### src/rtl/ps2_pkg.sv
// Shared PS/2 definitions: keyboard command bytes, host-transmit error codes
// and the host transmitter state encoding.
package ps2_pkg;

  localparam logic [7:0] CMD_SET_LED = 8'hED;
  localparam logic [7:0] CMD_ECHO    = 8'hEE;
  localparam logic [7:0] CMD_ENABLE  = 8'hF4;
  localparam logic [7:0] CMD_RESET   = 8'hFF;

  typedef enum logic [1:0] {
    ERR_NONE     = 2'b00,
    ERR_START_TO = 2'b01,
    ERR_PKT_TO   = 2'b10,
    ERR_NO_ACK   = 2'b11
  } ps2_err_t;

  typedef enum logic [2:0] {
    ST_IDLE,
    ST_INHIBIT,
    ST_RTS,
    ST_BITS,
    ST_ACK,
    ST_WAIT_IDLE,
    ST_ERR
  } ps2_tx_state_t;

  function automatic int max3(input int a, input int b, input int c);
    int m;
    m = (a > b) ? a : b;
    return (m > c) ? m : c;
  endfunction

endpackage

### src/rtl/ps2_line_sync.sv
// Conditions the raw PS/2 pads: 2-FF synchronisers on clock and data, a
// consecutive-sample glitch filter on the clock, and a one-cycle fall strobe.
module ps2_line_sync #(
  parameter int FILTER = 4
) (
  input  logic clk,
  input  logic reset_n,
  input  logic clk_raw,
  input  logic dat_raw,
  output logic clk_filt,
  output logic dat_sync,
  output logic clk_fall
);

  localparam int CW = $clog2(FILTER + 1);
  localparam logic [CW-1:0] CNT_LAST = CW'(FILTER - 1);

  logic [1:0]    clk_meta;
  logic [1:0]    dat_meta;
  logic [CW-1:0] cnt;

  assign dat_sync = dat_meta[1];

  // A new clock level is accepted only after FILTER consecutive differing samples.
  always_ff @(posedge clk or negedge reset_n) begin
    if (!reset_n) begin
      clk_meta <= 2'b11;
      dat_meta <= 2'b11;
      clk_filt <= 1'b1;
      cnt      <= '0;
      clk_fall <= 1'b0;
    end else begin
      clk_meta <= {clk_meta[0], clk_raw};
      dat_meta <= {dat_meta[0], dat_raw};
      clk_fall <= 1'b0;
      if (clk_meta[1] == clk_filt) begin
        cnt <= '0;
      end else if (cnt == CNT_LAST) begin
        clk_filt <= clk_meta[1];
        clk_fall <= clk_filt;
        cnt      <= '0;
      end else begin
        cnt <= cnt + 1'b1;
      end
    end
  end

endmodule

### src/rtl/ps2_host_tx.sv
// PS/2 host-to-device transmitter: inhibits the bus, requests to send, then
// shifts one command byte out on device clock falls and checks the ack.
module ps2_host_tx
  import ps2_pkg::*;
#(
  parameter int INHIBIT_CYC  = 5000,
  parameter int START_TO_CYC = 750000,
  parameter int PKT_TO_CYC   = 100000,
  parameter int FILTER       = 4
) (
  input  logic       clk,
  input  logic       reset_n,
  input  logic [7:0] tx_data,
  input  logic       tx_valid,
  output logic       tx_ready,
  output logic       tx_done,
  output logic       tx_err,
  output logic [1:0] err_code,
  output logic       busy,
  input  logic       ps2_clk_i,
  input  logic       ps2_dat_i,
  output logic       ps2_clk_oe,
  output logic       ps2_dat_oe
);

  localparam int TW = $clog2(max3(INHIBIT_CYC, START_TO_CYC, PKT_TO_CYC) + 1);
  localparam logic [TW-1:0] INH_DAT    = TW'(INHIBIT_CYC - 2);
  localparam logic [TW-1:0] INH_LAST   = TW'(INHIBIT_CYC - 1);
  localparam logic [TW-1:0] START_LAST = TW'(START_TO_CYC - 1);
  localparam logic [TW-1:0] PKT_LAST   = TW'(PKT_TO_CYC - 1);

  ps2_tx_state_t state;
  ps2_err_t      err_q;
  logic [9:0]    shift;
  logic [3:0]    bitcnt;
  logic [TW-1:0] timer;
  logic [TW-1:0] timer_inc;
  logic          clk_filt;
  logic          dat_sync;
  logic          clk_fall;

  assign err_code  = err_q;
  assign timer_inc = (&timer) ? timer : timer + 1'b1;

  ps2_line_sync #(.FILTER(FILTER)) u_line_sync (
    .clk      (clk),
    .reset_n  (reset_n),
    .clk_raw  (ps2_clk_i),
    .dat_raw  (ps2_dat_i),
    .clk_filt (clk_filt),
    .dat_sync (dat_sync),
    .clk_fall (clk_fall)
  );

  // Timeouts are checked before the fall strobe so expiry wins a tie.
  always_ff @(posedge clk or negedge reset_n) begin
    if (!reset_n) begin
      state      <= ST_IDLE;
      err_q      <= ERR_NONE;
      shift      <= '0;
      bitcnt     <= '0;
      timer      <= '0;
      tx_ready   <= 1'b1;
      tx_done    <= 1'b0;
      tx_err     <= 1'b0;
      busy       <= 1'b0;
      ps2_clk_oe <= 1'b0;
      ps2_dat_oe <= 1'b0;
    end else begin
      tx_done <= 1'b0;
      tx_err  <= 1'b0;
      case (state)
        ST_IDLE: begin
          tx_ready   <= 1'b1;
          ps2_clk_oe <= 1'b0;
          ps2_dat_oe <= 1'b0;
          if (tx_valid && tx_ready) begin
            shift      <= {1'b1, ~^tx_data, tx_data};
            err_q      <= ERR_NONE;
            timer      <= '0;
            tx_ready   <= 1'b0;
            busy       <= 1'b1;
            ps2_clk_oe <= 1'b1;
            state      <= ST_INHIBIT;
          end
        end
        ST_INHIBIT: begin
          timer <= timer_inc;
          if (timer == INH_DAT) ps2_dat_oe <= 1'b1;
          if (timer == INH_LAST) begin
            ps2_clk_oe <= 1'b0;
            timer      <= '0;
            state      <= ST_RTS;
          end
        end
        ST_RTS: begin
          timer <= timer_inc;
          if (timer == START_LAST) begin
            ps2_clk_oe <= 1'b0;
            ps2_dat_oe <= 1'b0;
            err_q      <= ERR_START_TO;
            tx_err     <= 1'b1;
            state      <= ST_ERR;
          end else if (clk_fall) begin
            ps2_dat_oe <= ~shift[0];
            bitcnt     <= 4'd1;
            timer      <= '0;
            state      <= ST_BITS;
          end
        end
        ST_BITS, ST_ACK, ST_WAIT_IDLE: begin
          timer <= timer_inc;
          if (timer >= PKT_LAST) begin
            ps2_clk_oe <= 1'b0;
            ps2_dat_oe <= 1'b0;
            err_q      <= ERR_PKT_TO;
            tx_err     <= 1'b1;
            state      <= ST_ERR;
          end else if (state == ST_BITS) begin
            if (clk_fall) begin
              ps2_dat_oe <= ~shift[bitcnt];
              bitcnt     <= bitcnt + 4'd1;
              if (bitcnt == 4'd9) state <= ST_ACK;
            end
          end else if (state == ST_ACK) begin
            if (clk_fall) begin
              if (dat_sync) begin
                ps2_dat_oe <= 1'b0;
                err_q      <= ERR_NO_ACK;
                tx_err     <= 1'b1;
                state      <= ST_ERR;
              end else begin
                state <= ST_WAIT_IDLE;
              end
            end
          end else if (clk_filt && dat_sync) begin
            tx_done <= 1'b1;
            busy    <= 1'b0;
            state   <= ST_IDLE;
          end
        end
        ST_ERR: begin
          ps2_clk_oe <= 1'b0;
          ps2_dat_oe <= 1'b0;
          busy       <= 1'b0;
          state      <= ST_IDLE;
        end
        default: state <= ST_IDLE;
      endcase
    end
  end

endmodule

### config.mk
export PLATFORM = sky130hd
export DESIGN_NAME = ps2_host_tx
export DESIGN_NICKNAME = d
export VERILOG_FILES = /design/src/rtl/ps2_pkg.sv /design/src/rtl/ps2_line_sync.sv /design/src/rtl/ps2_host_tx.sv
export SDC_FILE = /design/constraint.sdc
export NUM_CORES = 1
export LEC_CHECK = 0
export ABC_CLOCK_PERIOD_IN_PS = 5400
export BUFFER_PORTS_ARGS = -buffer_cell sky130_fd_sc_hd__buf_2
export CAP_MARGIN = 20
export CORE_MARGIN = 5
export CORE_UTILIZATION = 30
export CTS_BUF_LIST = sky130_fd_sc_hd__clkbuf_16
export DETAILED_ROUTE_END_ITERATION = 12
export MAX_ROUTING_LAYER = met4
export PLACE_DENSITY = 0.45
export SYNTH_ARGS = -nofsm -noshare
export SYNTH_HDL_FRONTEND = slang
export SYNTH_SLANG_ARGS = --single-unit
export TNS_END_PERCENT = 100
### constraint.sdc
create_clock -name clk -period 5.4 [get_ports clk]
set_input_delay 0.54 -clock clk [delete_from_list [all_inputs] [get_ports clk]]
set_output_delay 0.54 -clock clk [all_outputs]
set_load 0.03 [all_outputs]
==> load_flow_metrics.sql <==
INSERT INTO impl_metrics (metric_group, metric, value, unit) VALUES
('status', 'outcome', 'complete, no violations', ''),
('worst_setup_path', 'critical_path.reg2reg.endpoint', 'state[1]$_DFFE_PN0P_', ''),
('cts', 'max-clock-path-buffers', '2', ''),
('global_route', 'grt_max_degree', '55', ''),
('yosys', 'synth_cells', '332', ''),
('yosys', 'ys.flop_type', 'sky130_fd_sc_hd__dfrtp_1', ''),
('sta', 'final_period_minus_worst_setup_slack', '2.83', 'ns'),
('floorplan', 'die_h', '113', 'um'),
('sta', 'fin_worst_skew', '0.00898', 'ns'),
('global_route', 'grt_antenna_before_repair', '0', ''),
('global_route', 'grt.total_usage', '12.9', '%'),
('floorplan', 'start_util', '30.8', '%'),
('worst_setup_path', 'worstSetupEndpointType', 'flop', ''),
('power', 'pwr-share-clk', '19.0', '%'),
('placed_design', 'preCtsSetupSlack', '2.54', 'ns'),
('global_route', 'global_route_wire_length_before_repair', '13.2', 'mm'),
('sta', 'report.final.hold_viol_count', '0', ''),
('worst_setup_path', 'req_time_crit_path', '5.58', 'ns'),
('floorplan', 'die_area', '12800', 'um^2'),
('sta', 'tns', '0', 'ns'),
('worst_setup_path', 'register_to_register_path_setup_slack', '2.57', 'ns'),
('power', 'cell_internal_pwr', '1.02', 'mW'),
('detailed_routing', 'routed_via_density', '5.30', ''),
('power', 'peakVddDrop', '137', 'uV'),
('detailed_routing', 'antenna_violating_nets_post_route', '0', ''),
('worst_setup_path', 'worst_ep_arrival_time', '3.01', 'ns'),
('worst_setup_path', 'worst_setup_path_start_kind', 'flop', ''),
('yosys', 'post_synthesis_sequential_area_ratio', '42.6', '%'),
('yosys', 'synth_area', '3190', 'um^2'),
('yosys', 'number_of_enable_flip_flop_cells_after_synthesis', '0', ''),
('yosys', 'synth_fp_nets', '350', ''),
('yosys', 'syn-mean-instance-area', '9.61', 'um^2'),
('min_path', 'timing.hold.worst_endpoint', 'u_line_sync.clk_meta[0]$_DFF_PN1_', ''),
('cts', 'tritoncts', 'done', ''),
('sta', 'setup_ws', '2.57', 'ns'),
('yosys', 'synth_top_area_share', '37.6', '%'),
('finish', 'synthToLayoutAreaGrowth', '11.1', '%'),
('detailed_routing', 'drt-total-wl', '7.72', 'mm'),
('placed_design', 'dp_hpwl', '5.42', 'mm'),
('detailed_routing', 'via_count', '2575', ''),
('finish', 'fillCellCount', '1089', ''),
('finish', 'most-common-layout-cells', 'sky130_fd_sc_hd__dfrtp_1 (48), sky130_fd_sc_hd__nand2_1 (32), sky130_fd_sc_hd__nor2_1 (22), sky130_fd_sc_hd__buf_2 (20), sky130_fd_sc_hd__a21oi_1 (19)', ''),
('placed_design', 'io_buffer_count', '20', ''),
('cts', 'clock_tree_root_driver_cell', 'sky130_fd_sc_hd__clkbuf_16', ''),
('floorplan', 'floorplan.die.width', '113', 'um'),
('yosys', 'yosys_warnings', '0', ''),
('worst_setup_path', 'worst_r2r_startpoint', 'timer[5]$_DFFE_PN0P_', ''),
('finish', 'antenna_cells', '0', ''),
('power', 'finalPower', '1.72', 'mW'),
('yosys', 'post-synth-top-area-cell', 'sky130_fd_sc_hd__dfrtp_1', ''),
('detailed_routing', 'initialDrtViolationCount', '103', ''),
('yosys', 'async_flop_share', '100', '%'),
('sta', 'grt_setup_unrepaired', 'no', ''),
('min_path', 'min_delay_path_depth', '1', ''),
('cts', 'tritoncts.num_buffers', '5', ''),
('sta', 'maxSlewHeadroom', '33.2', '%'),
('detailed_routing', 'drc', '0', ''),
('min_path', 'holdCritStartpoint', 'ps2_clk_i', ''),
('cts', 'worst_setup_hold_path_clk_slew', '0.07', 'ns'),
('finish', 'layout_commonest_cell', 'sky130_fd_sc_hd__dfrtp_1', ''),
('worst_setup_path', 'worstSetupPathType', 'flop to flop', ''),
('power', 'netSwitchingFraction', '41.0', '%'),
('cts', 'cts.repair_timing.setup_buffer_count', '0', ''),
('sta', 'worst_pin_slew', '1.00', 'ns'),
('sta', 'final_max_slew_viol_count', '0', ''),
('detailed_routing', 'wl_per_cell', '15.9', 'um'),
('finish', 'nets', '367', ''),
('worst_setup_path', 'critPathTopFamily', 'compound AO/OA/AOI/OAI gates', ''),
('placed_design', 'place.gp.congestion', '0.808', ''),
('cts', 'post_cts_resize_count', '0', ''),
('min_path', 'hp-class', 'input port to flop', '');
==> cell usage after synthesis (3+ instances only) <==
cell,number
sky130_fd_sc_hd__dfrtp_1,48
sky130_fd_sc_hd__nand2_1,32
sky130_fd_sc_hd__nor2_1,22
sky130_fd_sc_hd__a21oi_1,19
sky130_fd_sc_hd__o21ai_0,17
sky130_fd_sc_hd__a31oi_1,14
sky130_fd_sc_hd__nand3_1,14
sky130_fd_sc_hd__inv_1,13
sky130_fd_sc_hd__mux2_2,11
sky130_fd_sc_hd__and3_1,8
sky130_fd_sc_hd__nor3_1,8
sky130_fd_sc_hd__xnor2_1,8
sky130_fd_sc_hd__dfstp_2,6
sky130_fd_sc_hd__mux2i_1,6
sky130_fd_sc_hd__nand2b_1,6
sky130_fd_sc_hd__a21o_1,5
sky130_fd_sc_hd__clkbuf_1,5
sky130_fd_sc_hd__ha_1,5
sky130_fd_sc_hd__nand4_1,5
sky130_fd_sc_hd__nor2b_1,5
sky130_fd_sc_hd__o31ai_1,5
sky130_fd_sc_hd__clkbuf_8,4
sky130_fd_sc_hd__a22o_1,3
sky130_fd_sc_hd__and3_2,3
sky130_fd_sc_hd__nor3b_1,3
sky130_fd_sc_hd__or3_1,3
==> stage by stage <==
| step | std cells | area (um^2) |
|---|---|---|
| final | 486 | 3540 |
| after global routing | 486 | 3540 |
| after CTS | 483 | 3500 |
| after detailed placement | 475 | 3360 |
| after global placement | 475 | 3360 |
| after floorplan | 332 | 3190 |
==> worst max-delay path by stage <==
stage | cells after the start | slack [ns] | to | from
finish | 6 | 2.57 | state[1]$_DFFE_PN0P_ | timer[5]$_DFFE_PN0P_
global route | 6 | 2.38 | state[1]$_DFFE_PN0P_ | timer[5]$_DFFE_PN0P_
CTS | 6 | 2.55 | state[1]$_DFFE_PN0P_ | timer[5]$_DFFE_PN0P_
detailed placement | 6 | 2.54 | state[1]$_DFFE_PN0P_ | timer[5]$_DFFE_PN0P_
global placement | 6 | 2.62 | state[1]$_DFFE_PN0P_ | timer[5]$_DFFE_PN0P_
floorplan | 6 | 3.08 | state[1]$_DFFE_PN0P_ | timer[5]$_DFFE_PN0P_
==> state kept, by name, summed over array words and instances, names as in the netlist <==
| signal | flops |
|---|---|
| bitcnt | 4 |
| busy | 1 |
| err_code | 2 |
| ps2_clk_oe | 1 |
| ps2_dat_oe | 1 |
| shift | 10 |
| state | 3 |
| timer | 20 |
| tx_done | 1 |
| tx_err | 1 |
| tx_ready | 1 |
| u_line_sync.clk_fall | 1 |
| u_line_sync.clk_filt | 1 |
| u_line_sync.clk_meta | 2 |
| u_line_sync.cnt | 3 |
| u_line_sync.dat_meta | 2 |
==> worst register-to-register path, cell delays in order (launching register included) <==
cell and delay, ns:
sky130_fd_sc_hd__dfrtp_1 0.45, sky130_fd_sc_hd__or4b_1 0.53, sky130_fd_sc_hd__or3_1 0.37, sky130_fd_sc_hd__a32oi_2 0.63
sky130_fd_sc_hd__o22ai_1 0.22, sky130_fd_sc_hd__o31a_1 0.29, sky130_fd_sc_hd__o221a_1 0.23
==> cell families (layout without fill, tap and decap cells) <==
| group | Yosys count | after routing | synth area share, % |
|---|---|---|---|
| AND/OR/NAND/NOR | 127 | 127 | 21.3 |
| flip-flops | 54 | 54 | 42.6 |
| XOR/XNOR | 10 | 10 | 2.75 |
| adder cells (fa/ha/maj) | 5 | 5 | 1.96 |
| multiplexers | 19 | 19 | 7.18 |
| AO/OA/AOI/OAI | 90 | 90 | 19.3 |
| buffers and inverters | 27 | 45 | 4.98 |
==> power groups by stage <==
stage               clock (mW)  sequential, mW  combinational, mW
floorplan                    0           0.641              0.585
global placement             0           0.673              0.693
detailed placement           0           0.677              0.698
CTS                      0.335           0.668              0.702
global route             0.355           0.694              0.817
finish                   0.327           0.667              0.730
==> routing by layer <==
metal  global-route usage, %  up-vias  routed length [um]
met4                    3.85        0                  72
met5                       -        -                   0
met3                    2.19        5                 196
met2                    19.7       34                3670
li1                        -     1264                   -
met1                    17.7     1272                3780
==> area by class of cell <==
cell class                      count  area (um^2)  share of cell area (%)
Clock buffer                        5          125                    3.53
Inverter                           13         48.8                    1.38
Sequential cell                    54         1360                    38.3
Tap cell                          136          170                    4.80
Multi-Input combinational cell    251         1670                    47.2
Clock inverter                      3         21.3                   0.600
Timing Repair Buffer               24          146                    4.13
No activity file was read; power rests on OpenSTA's default activity.
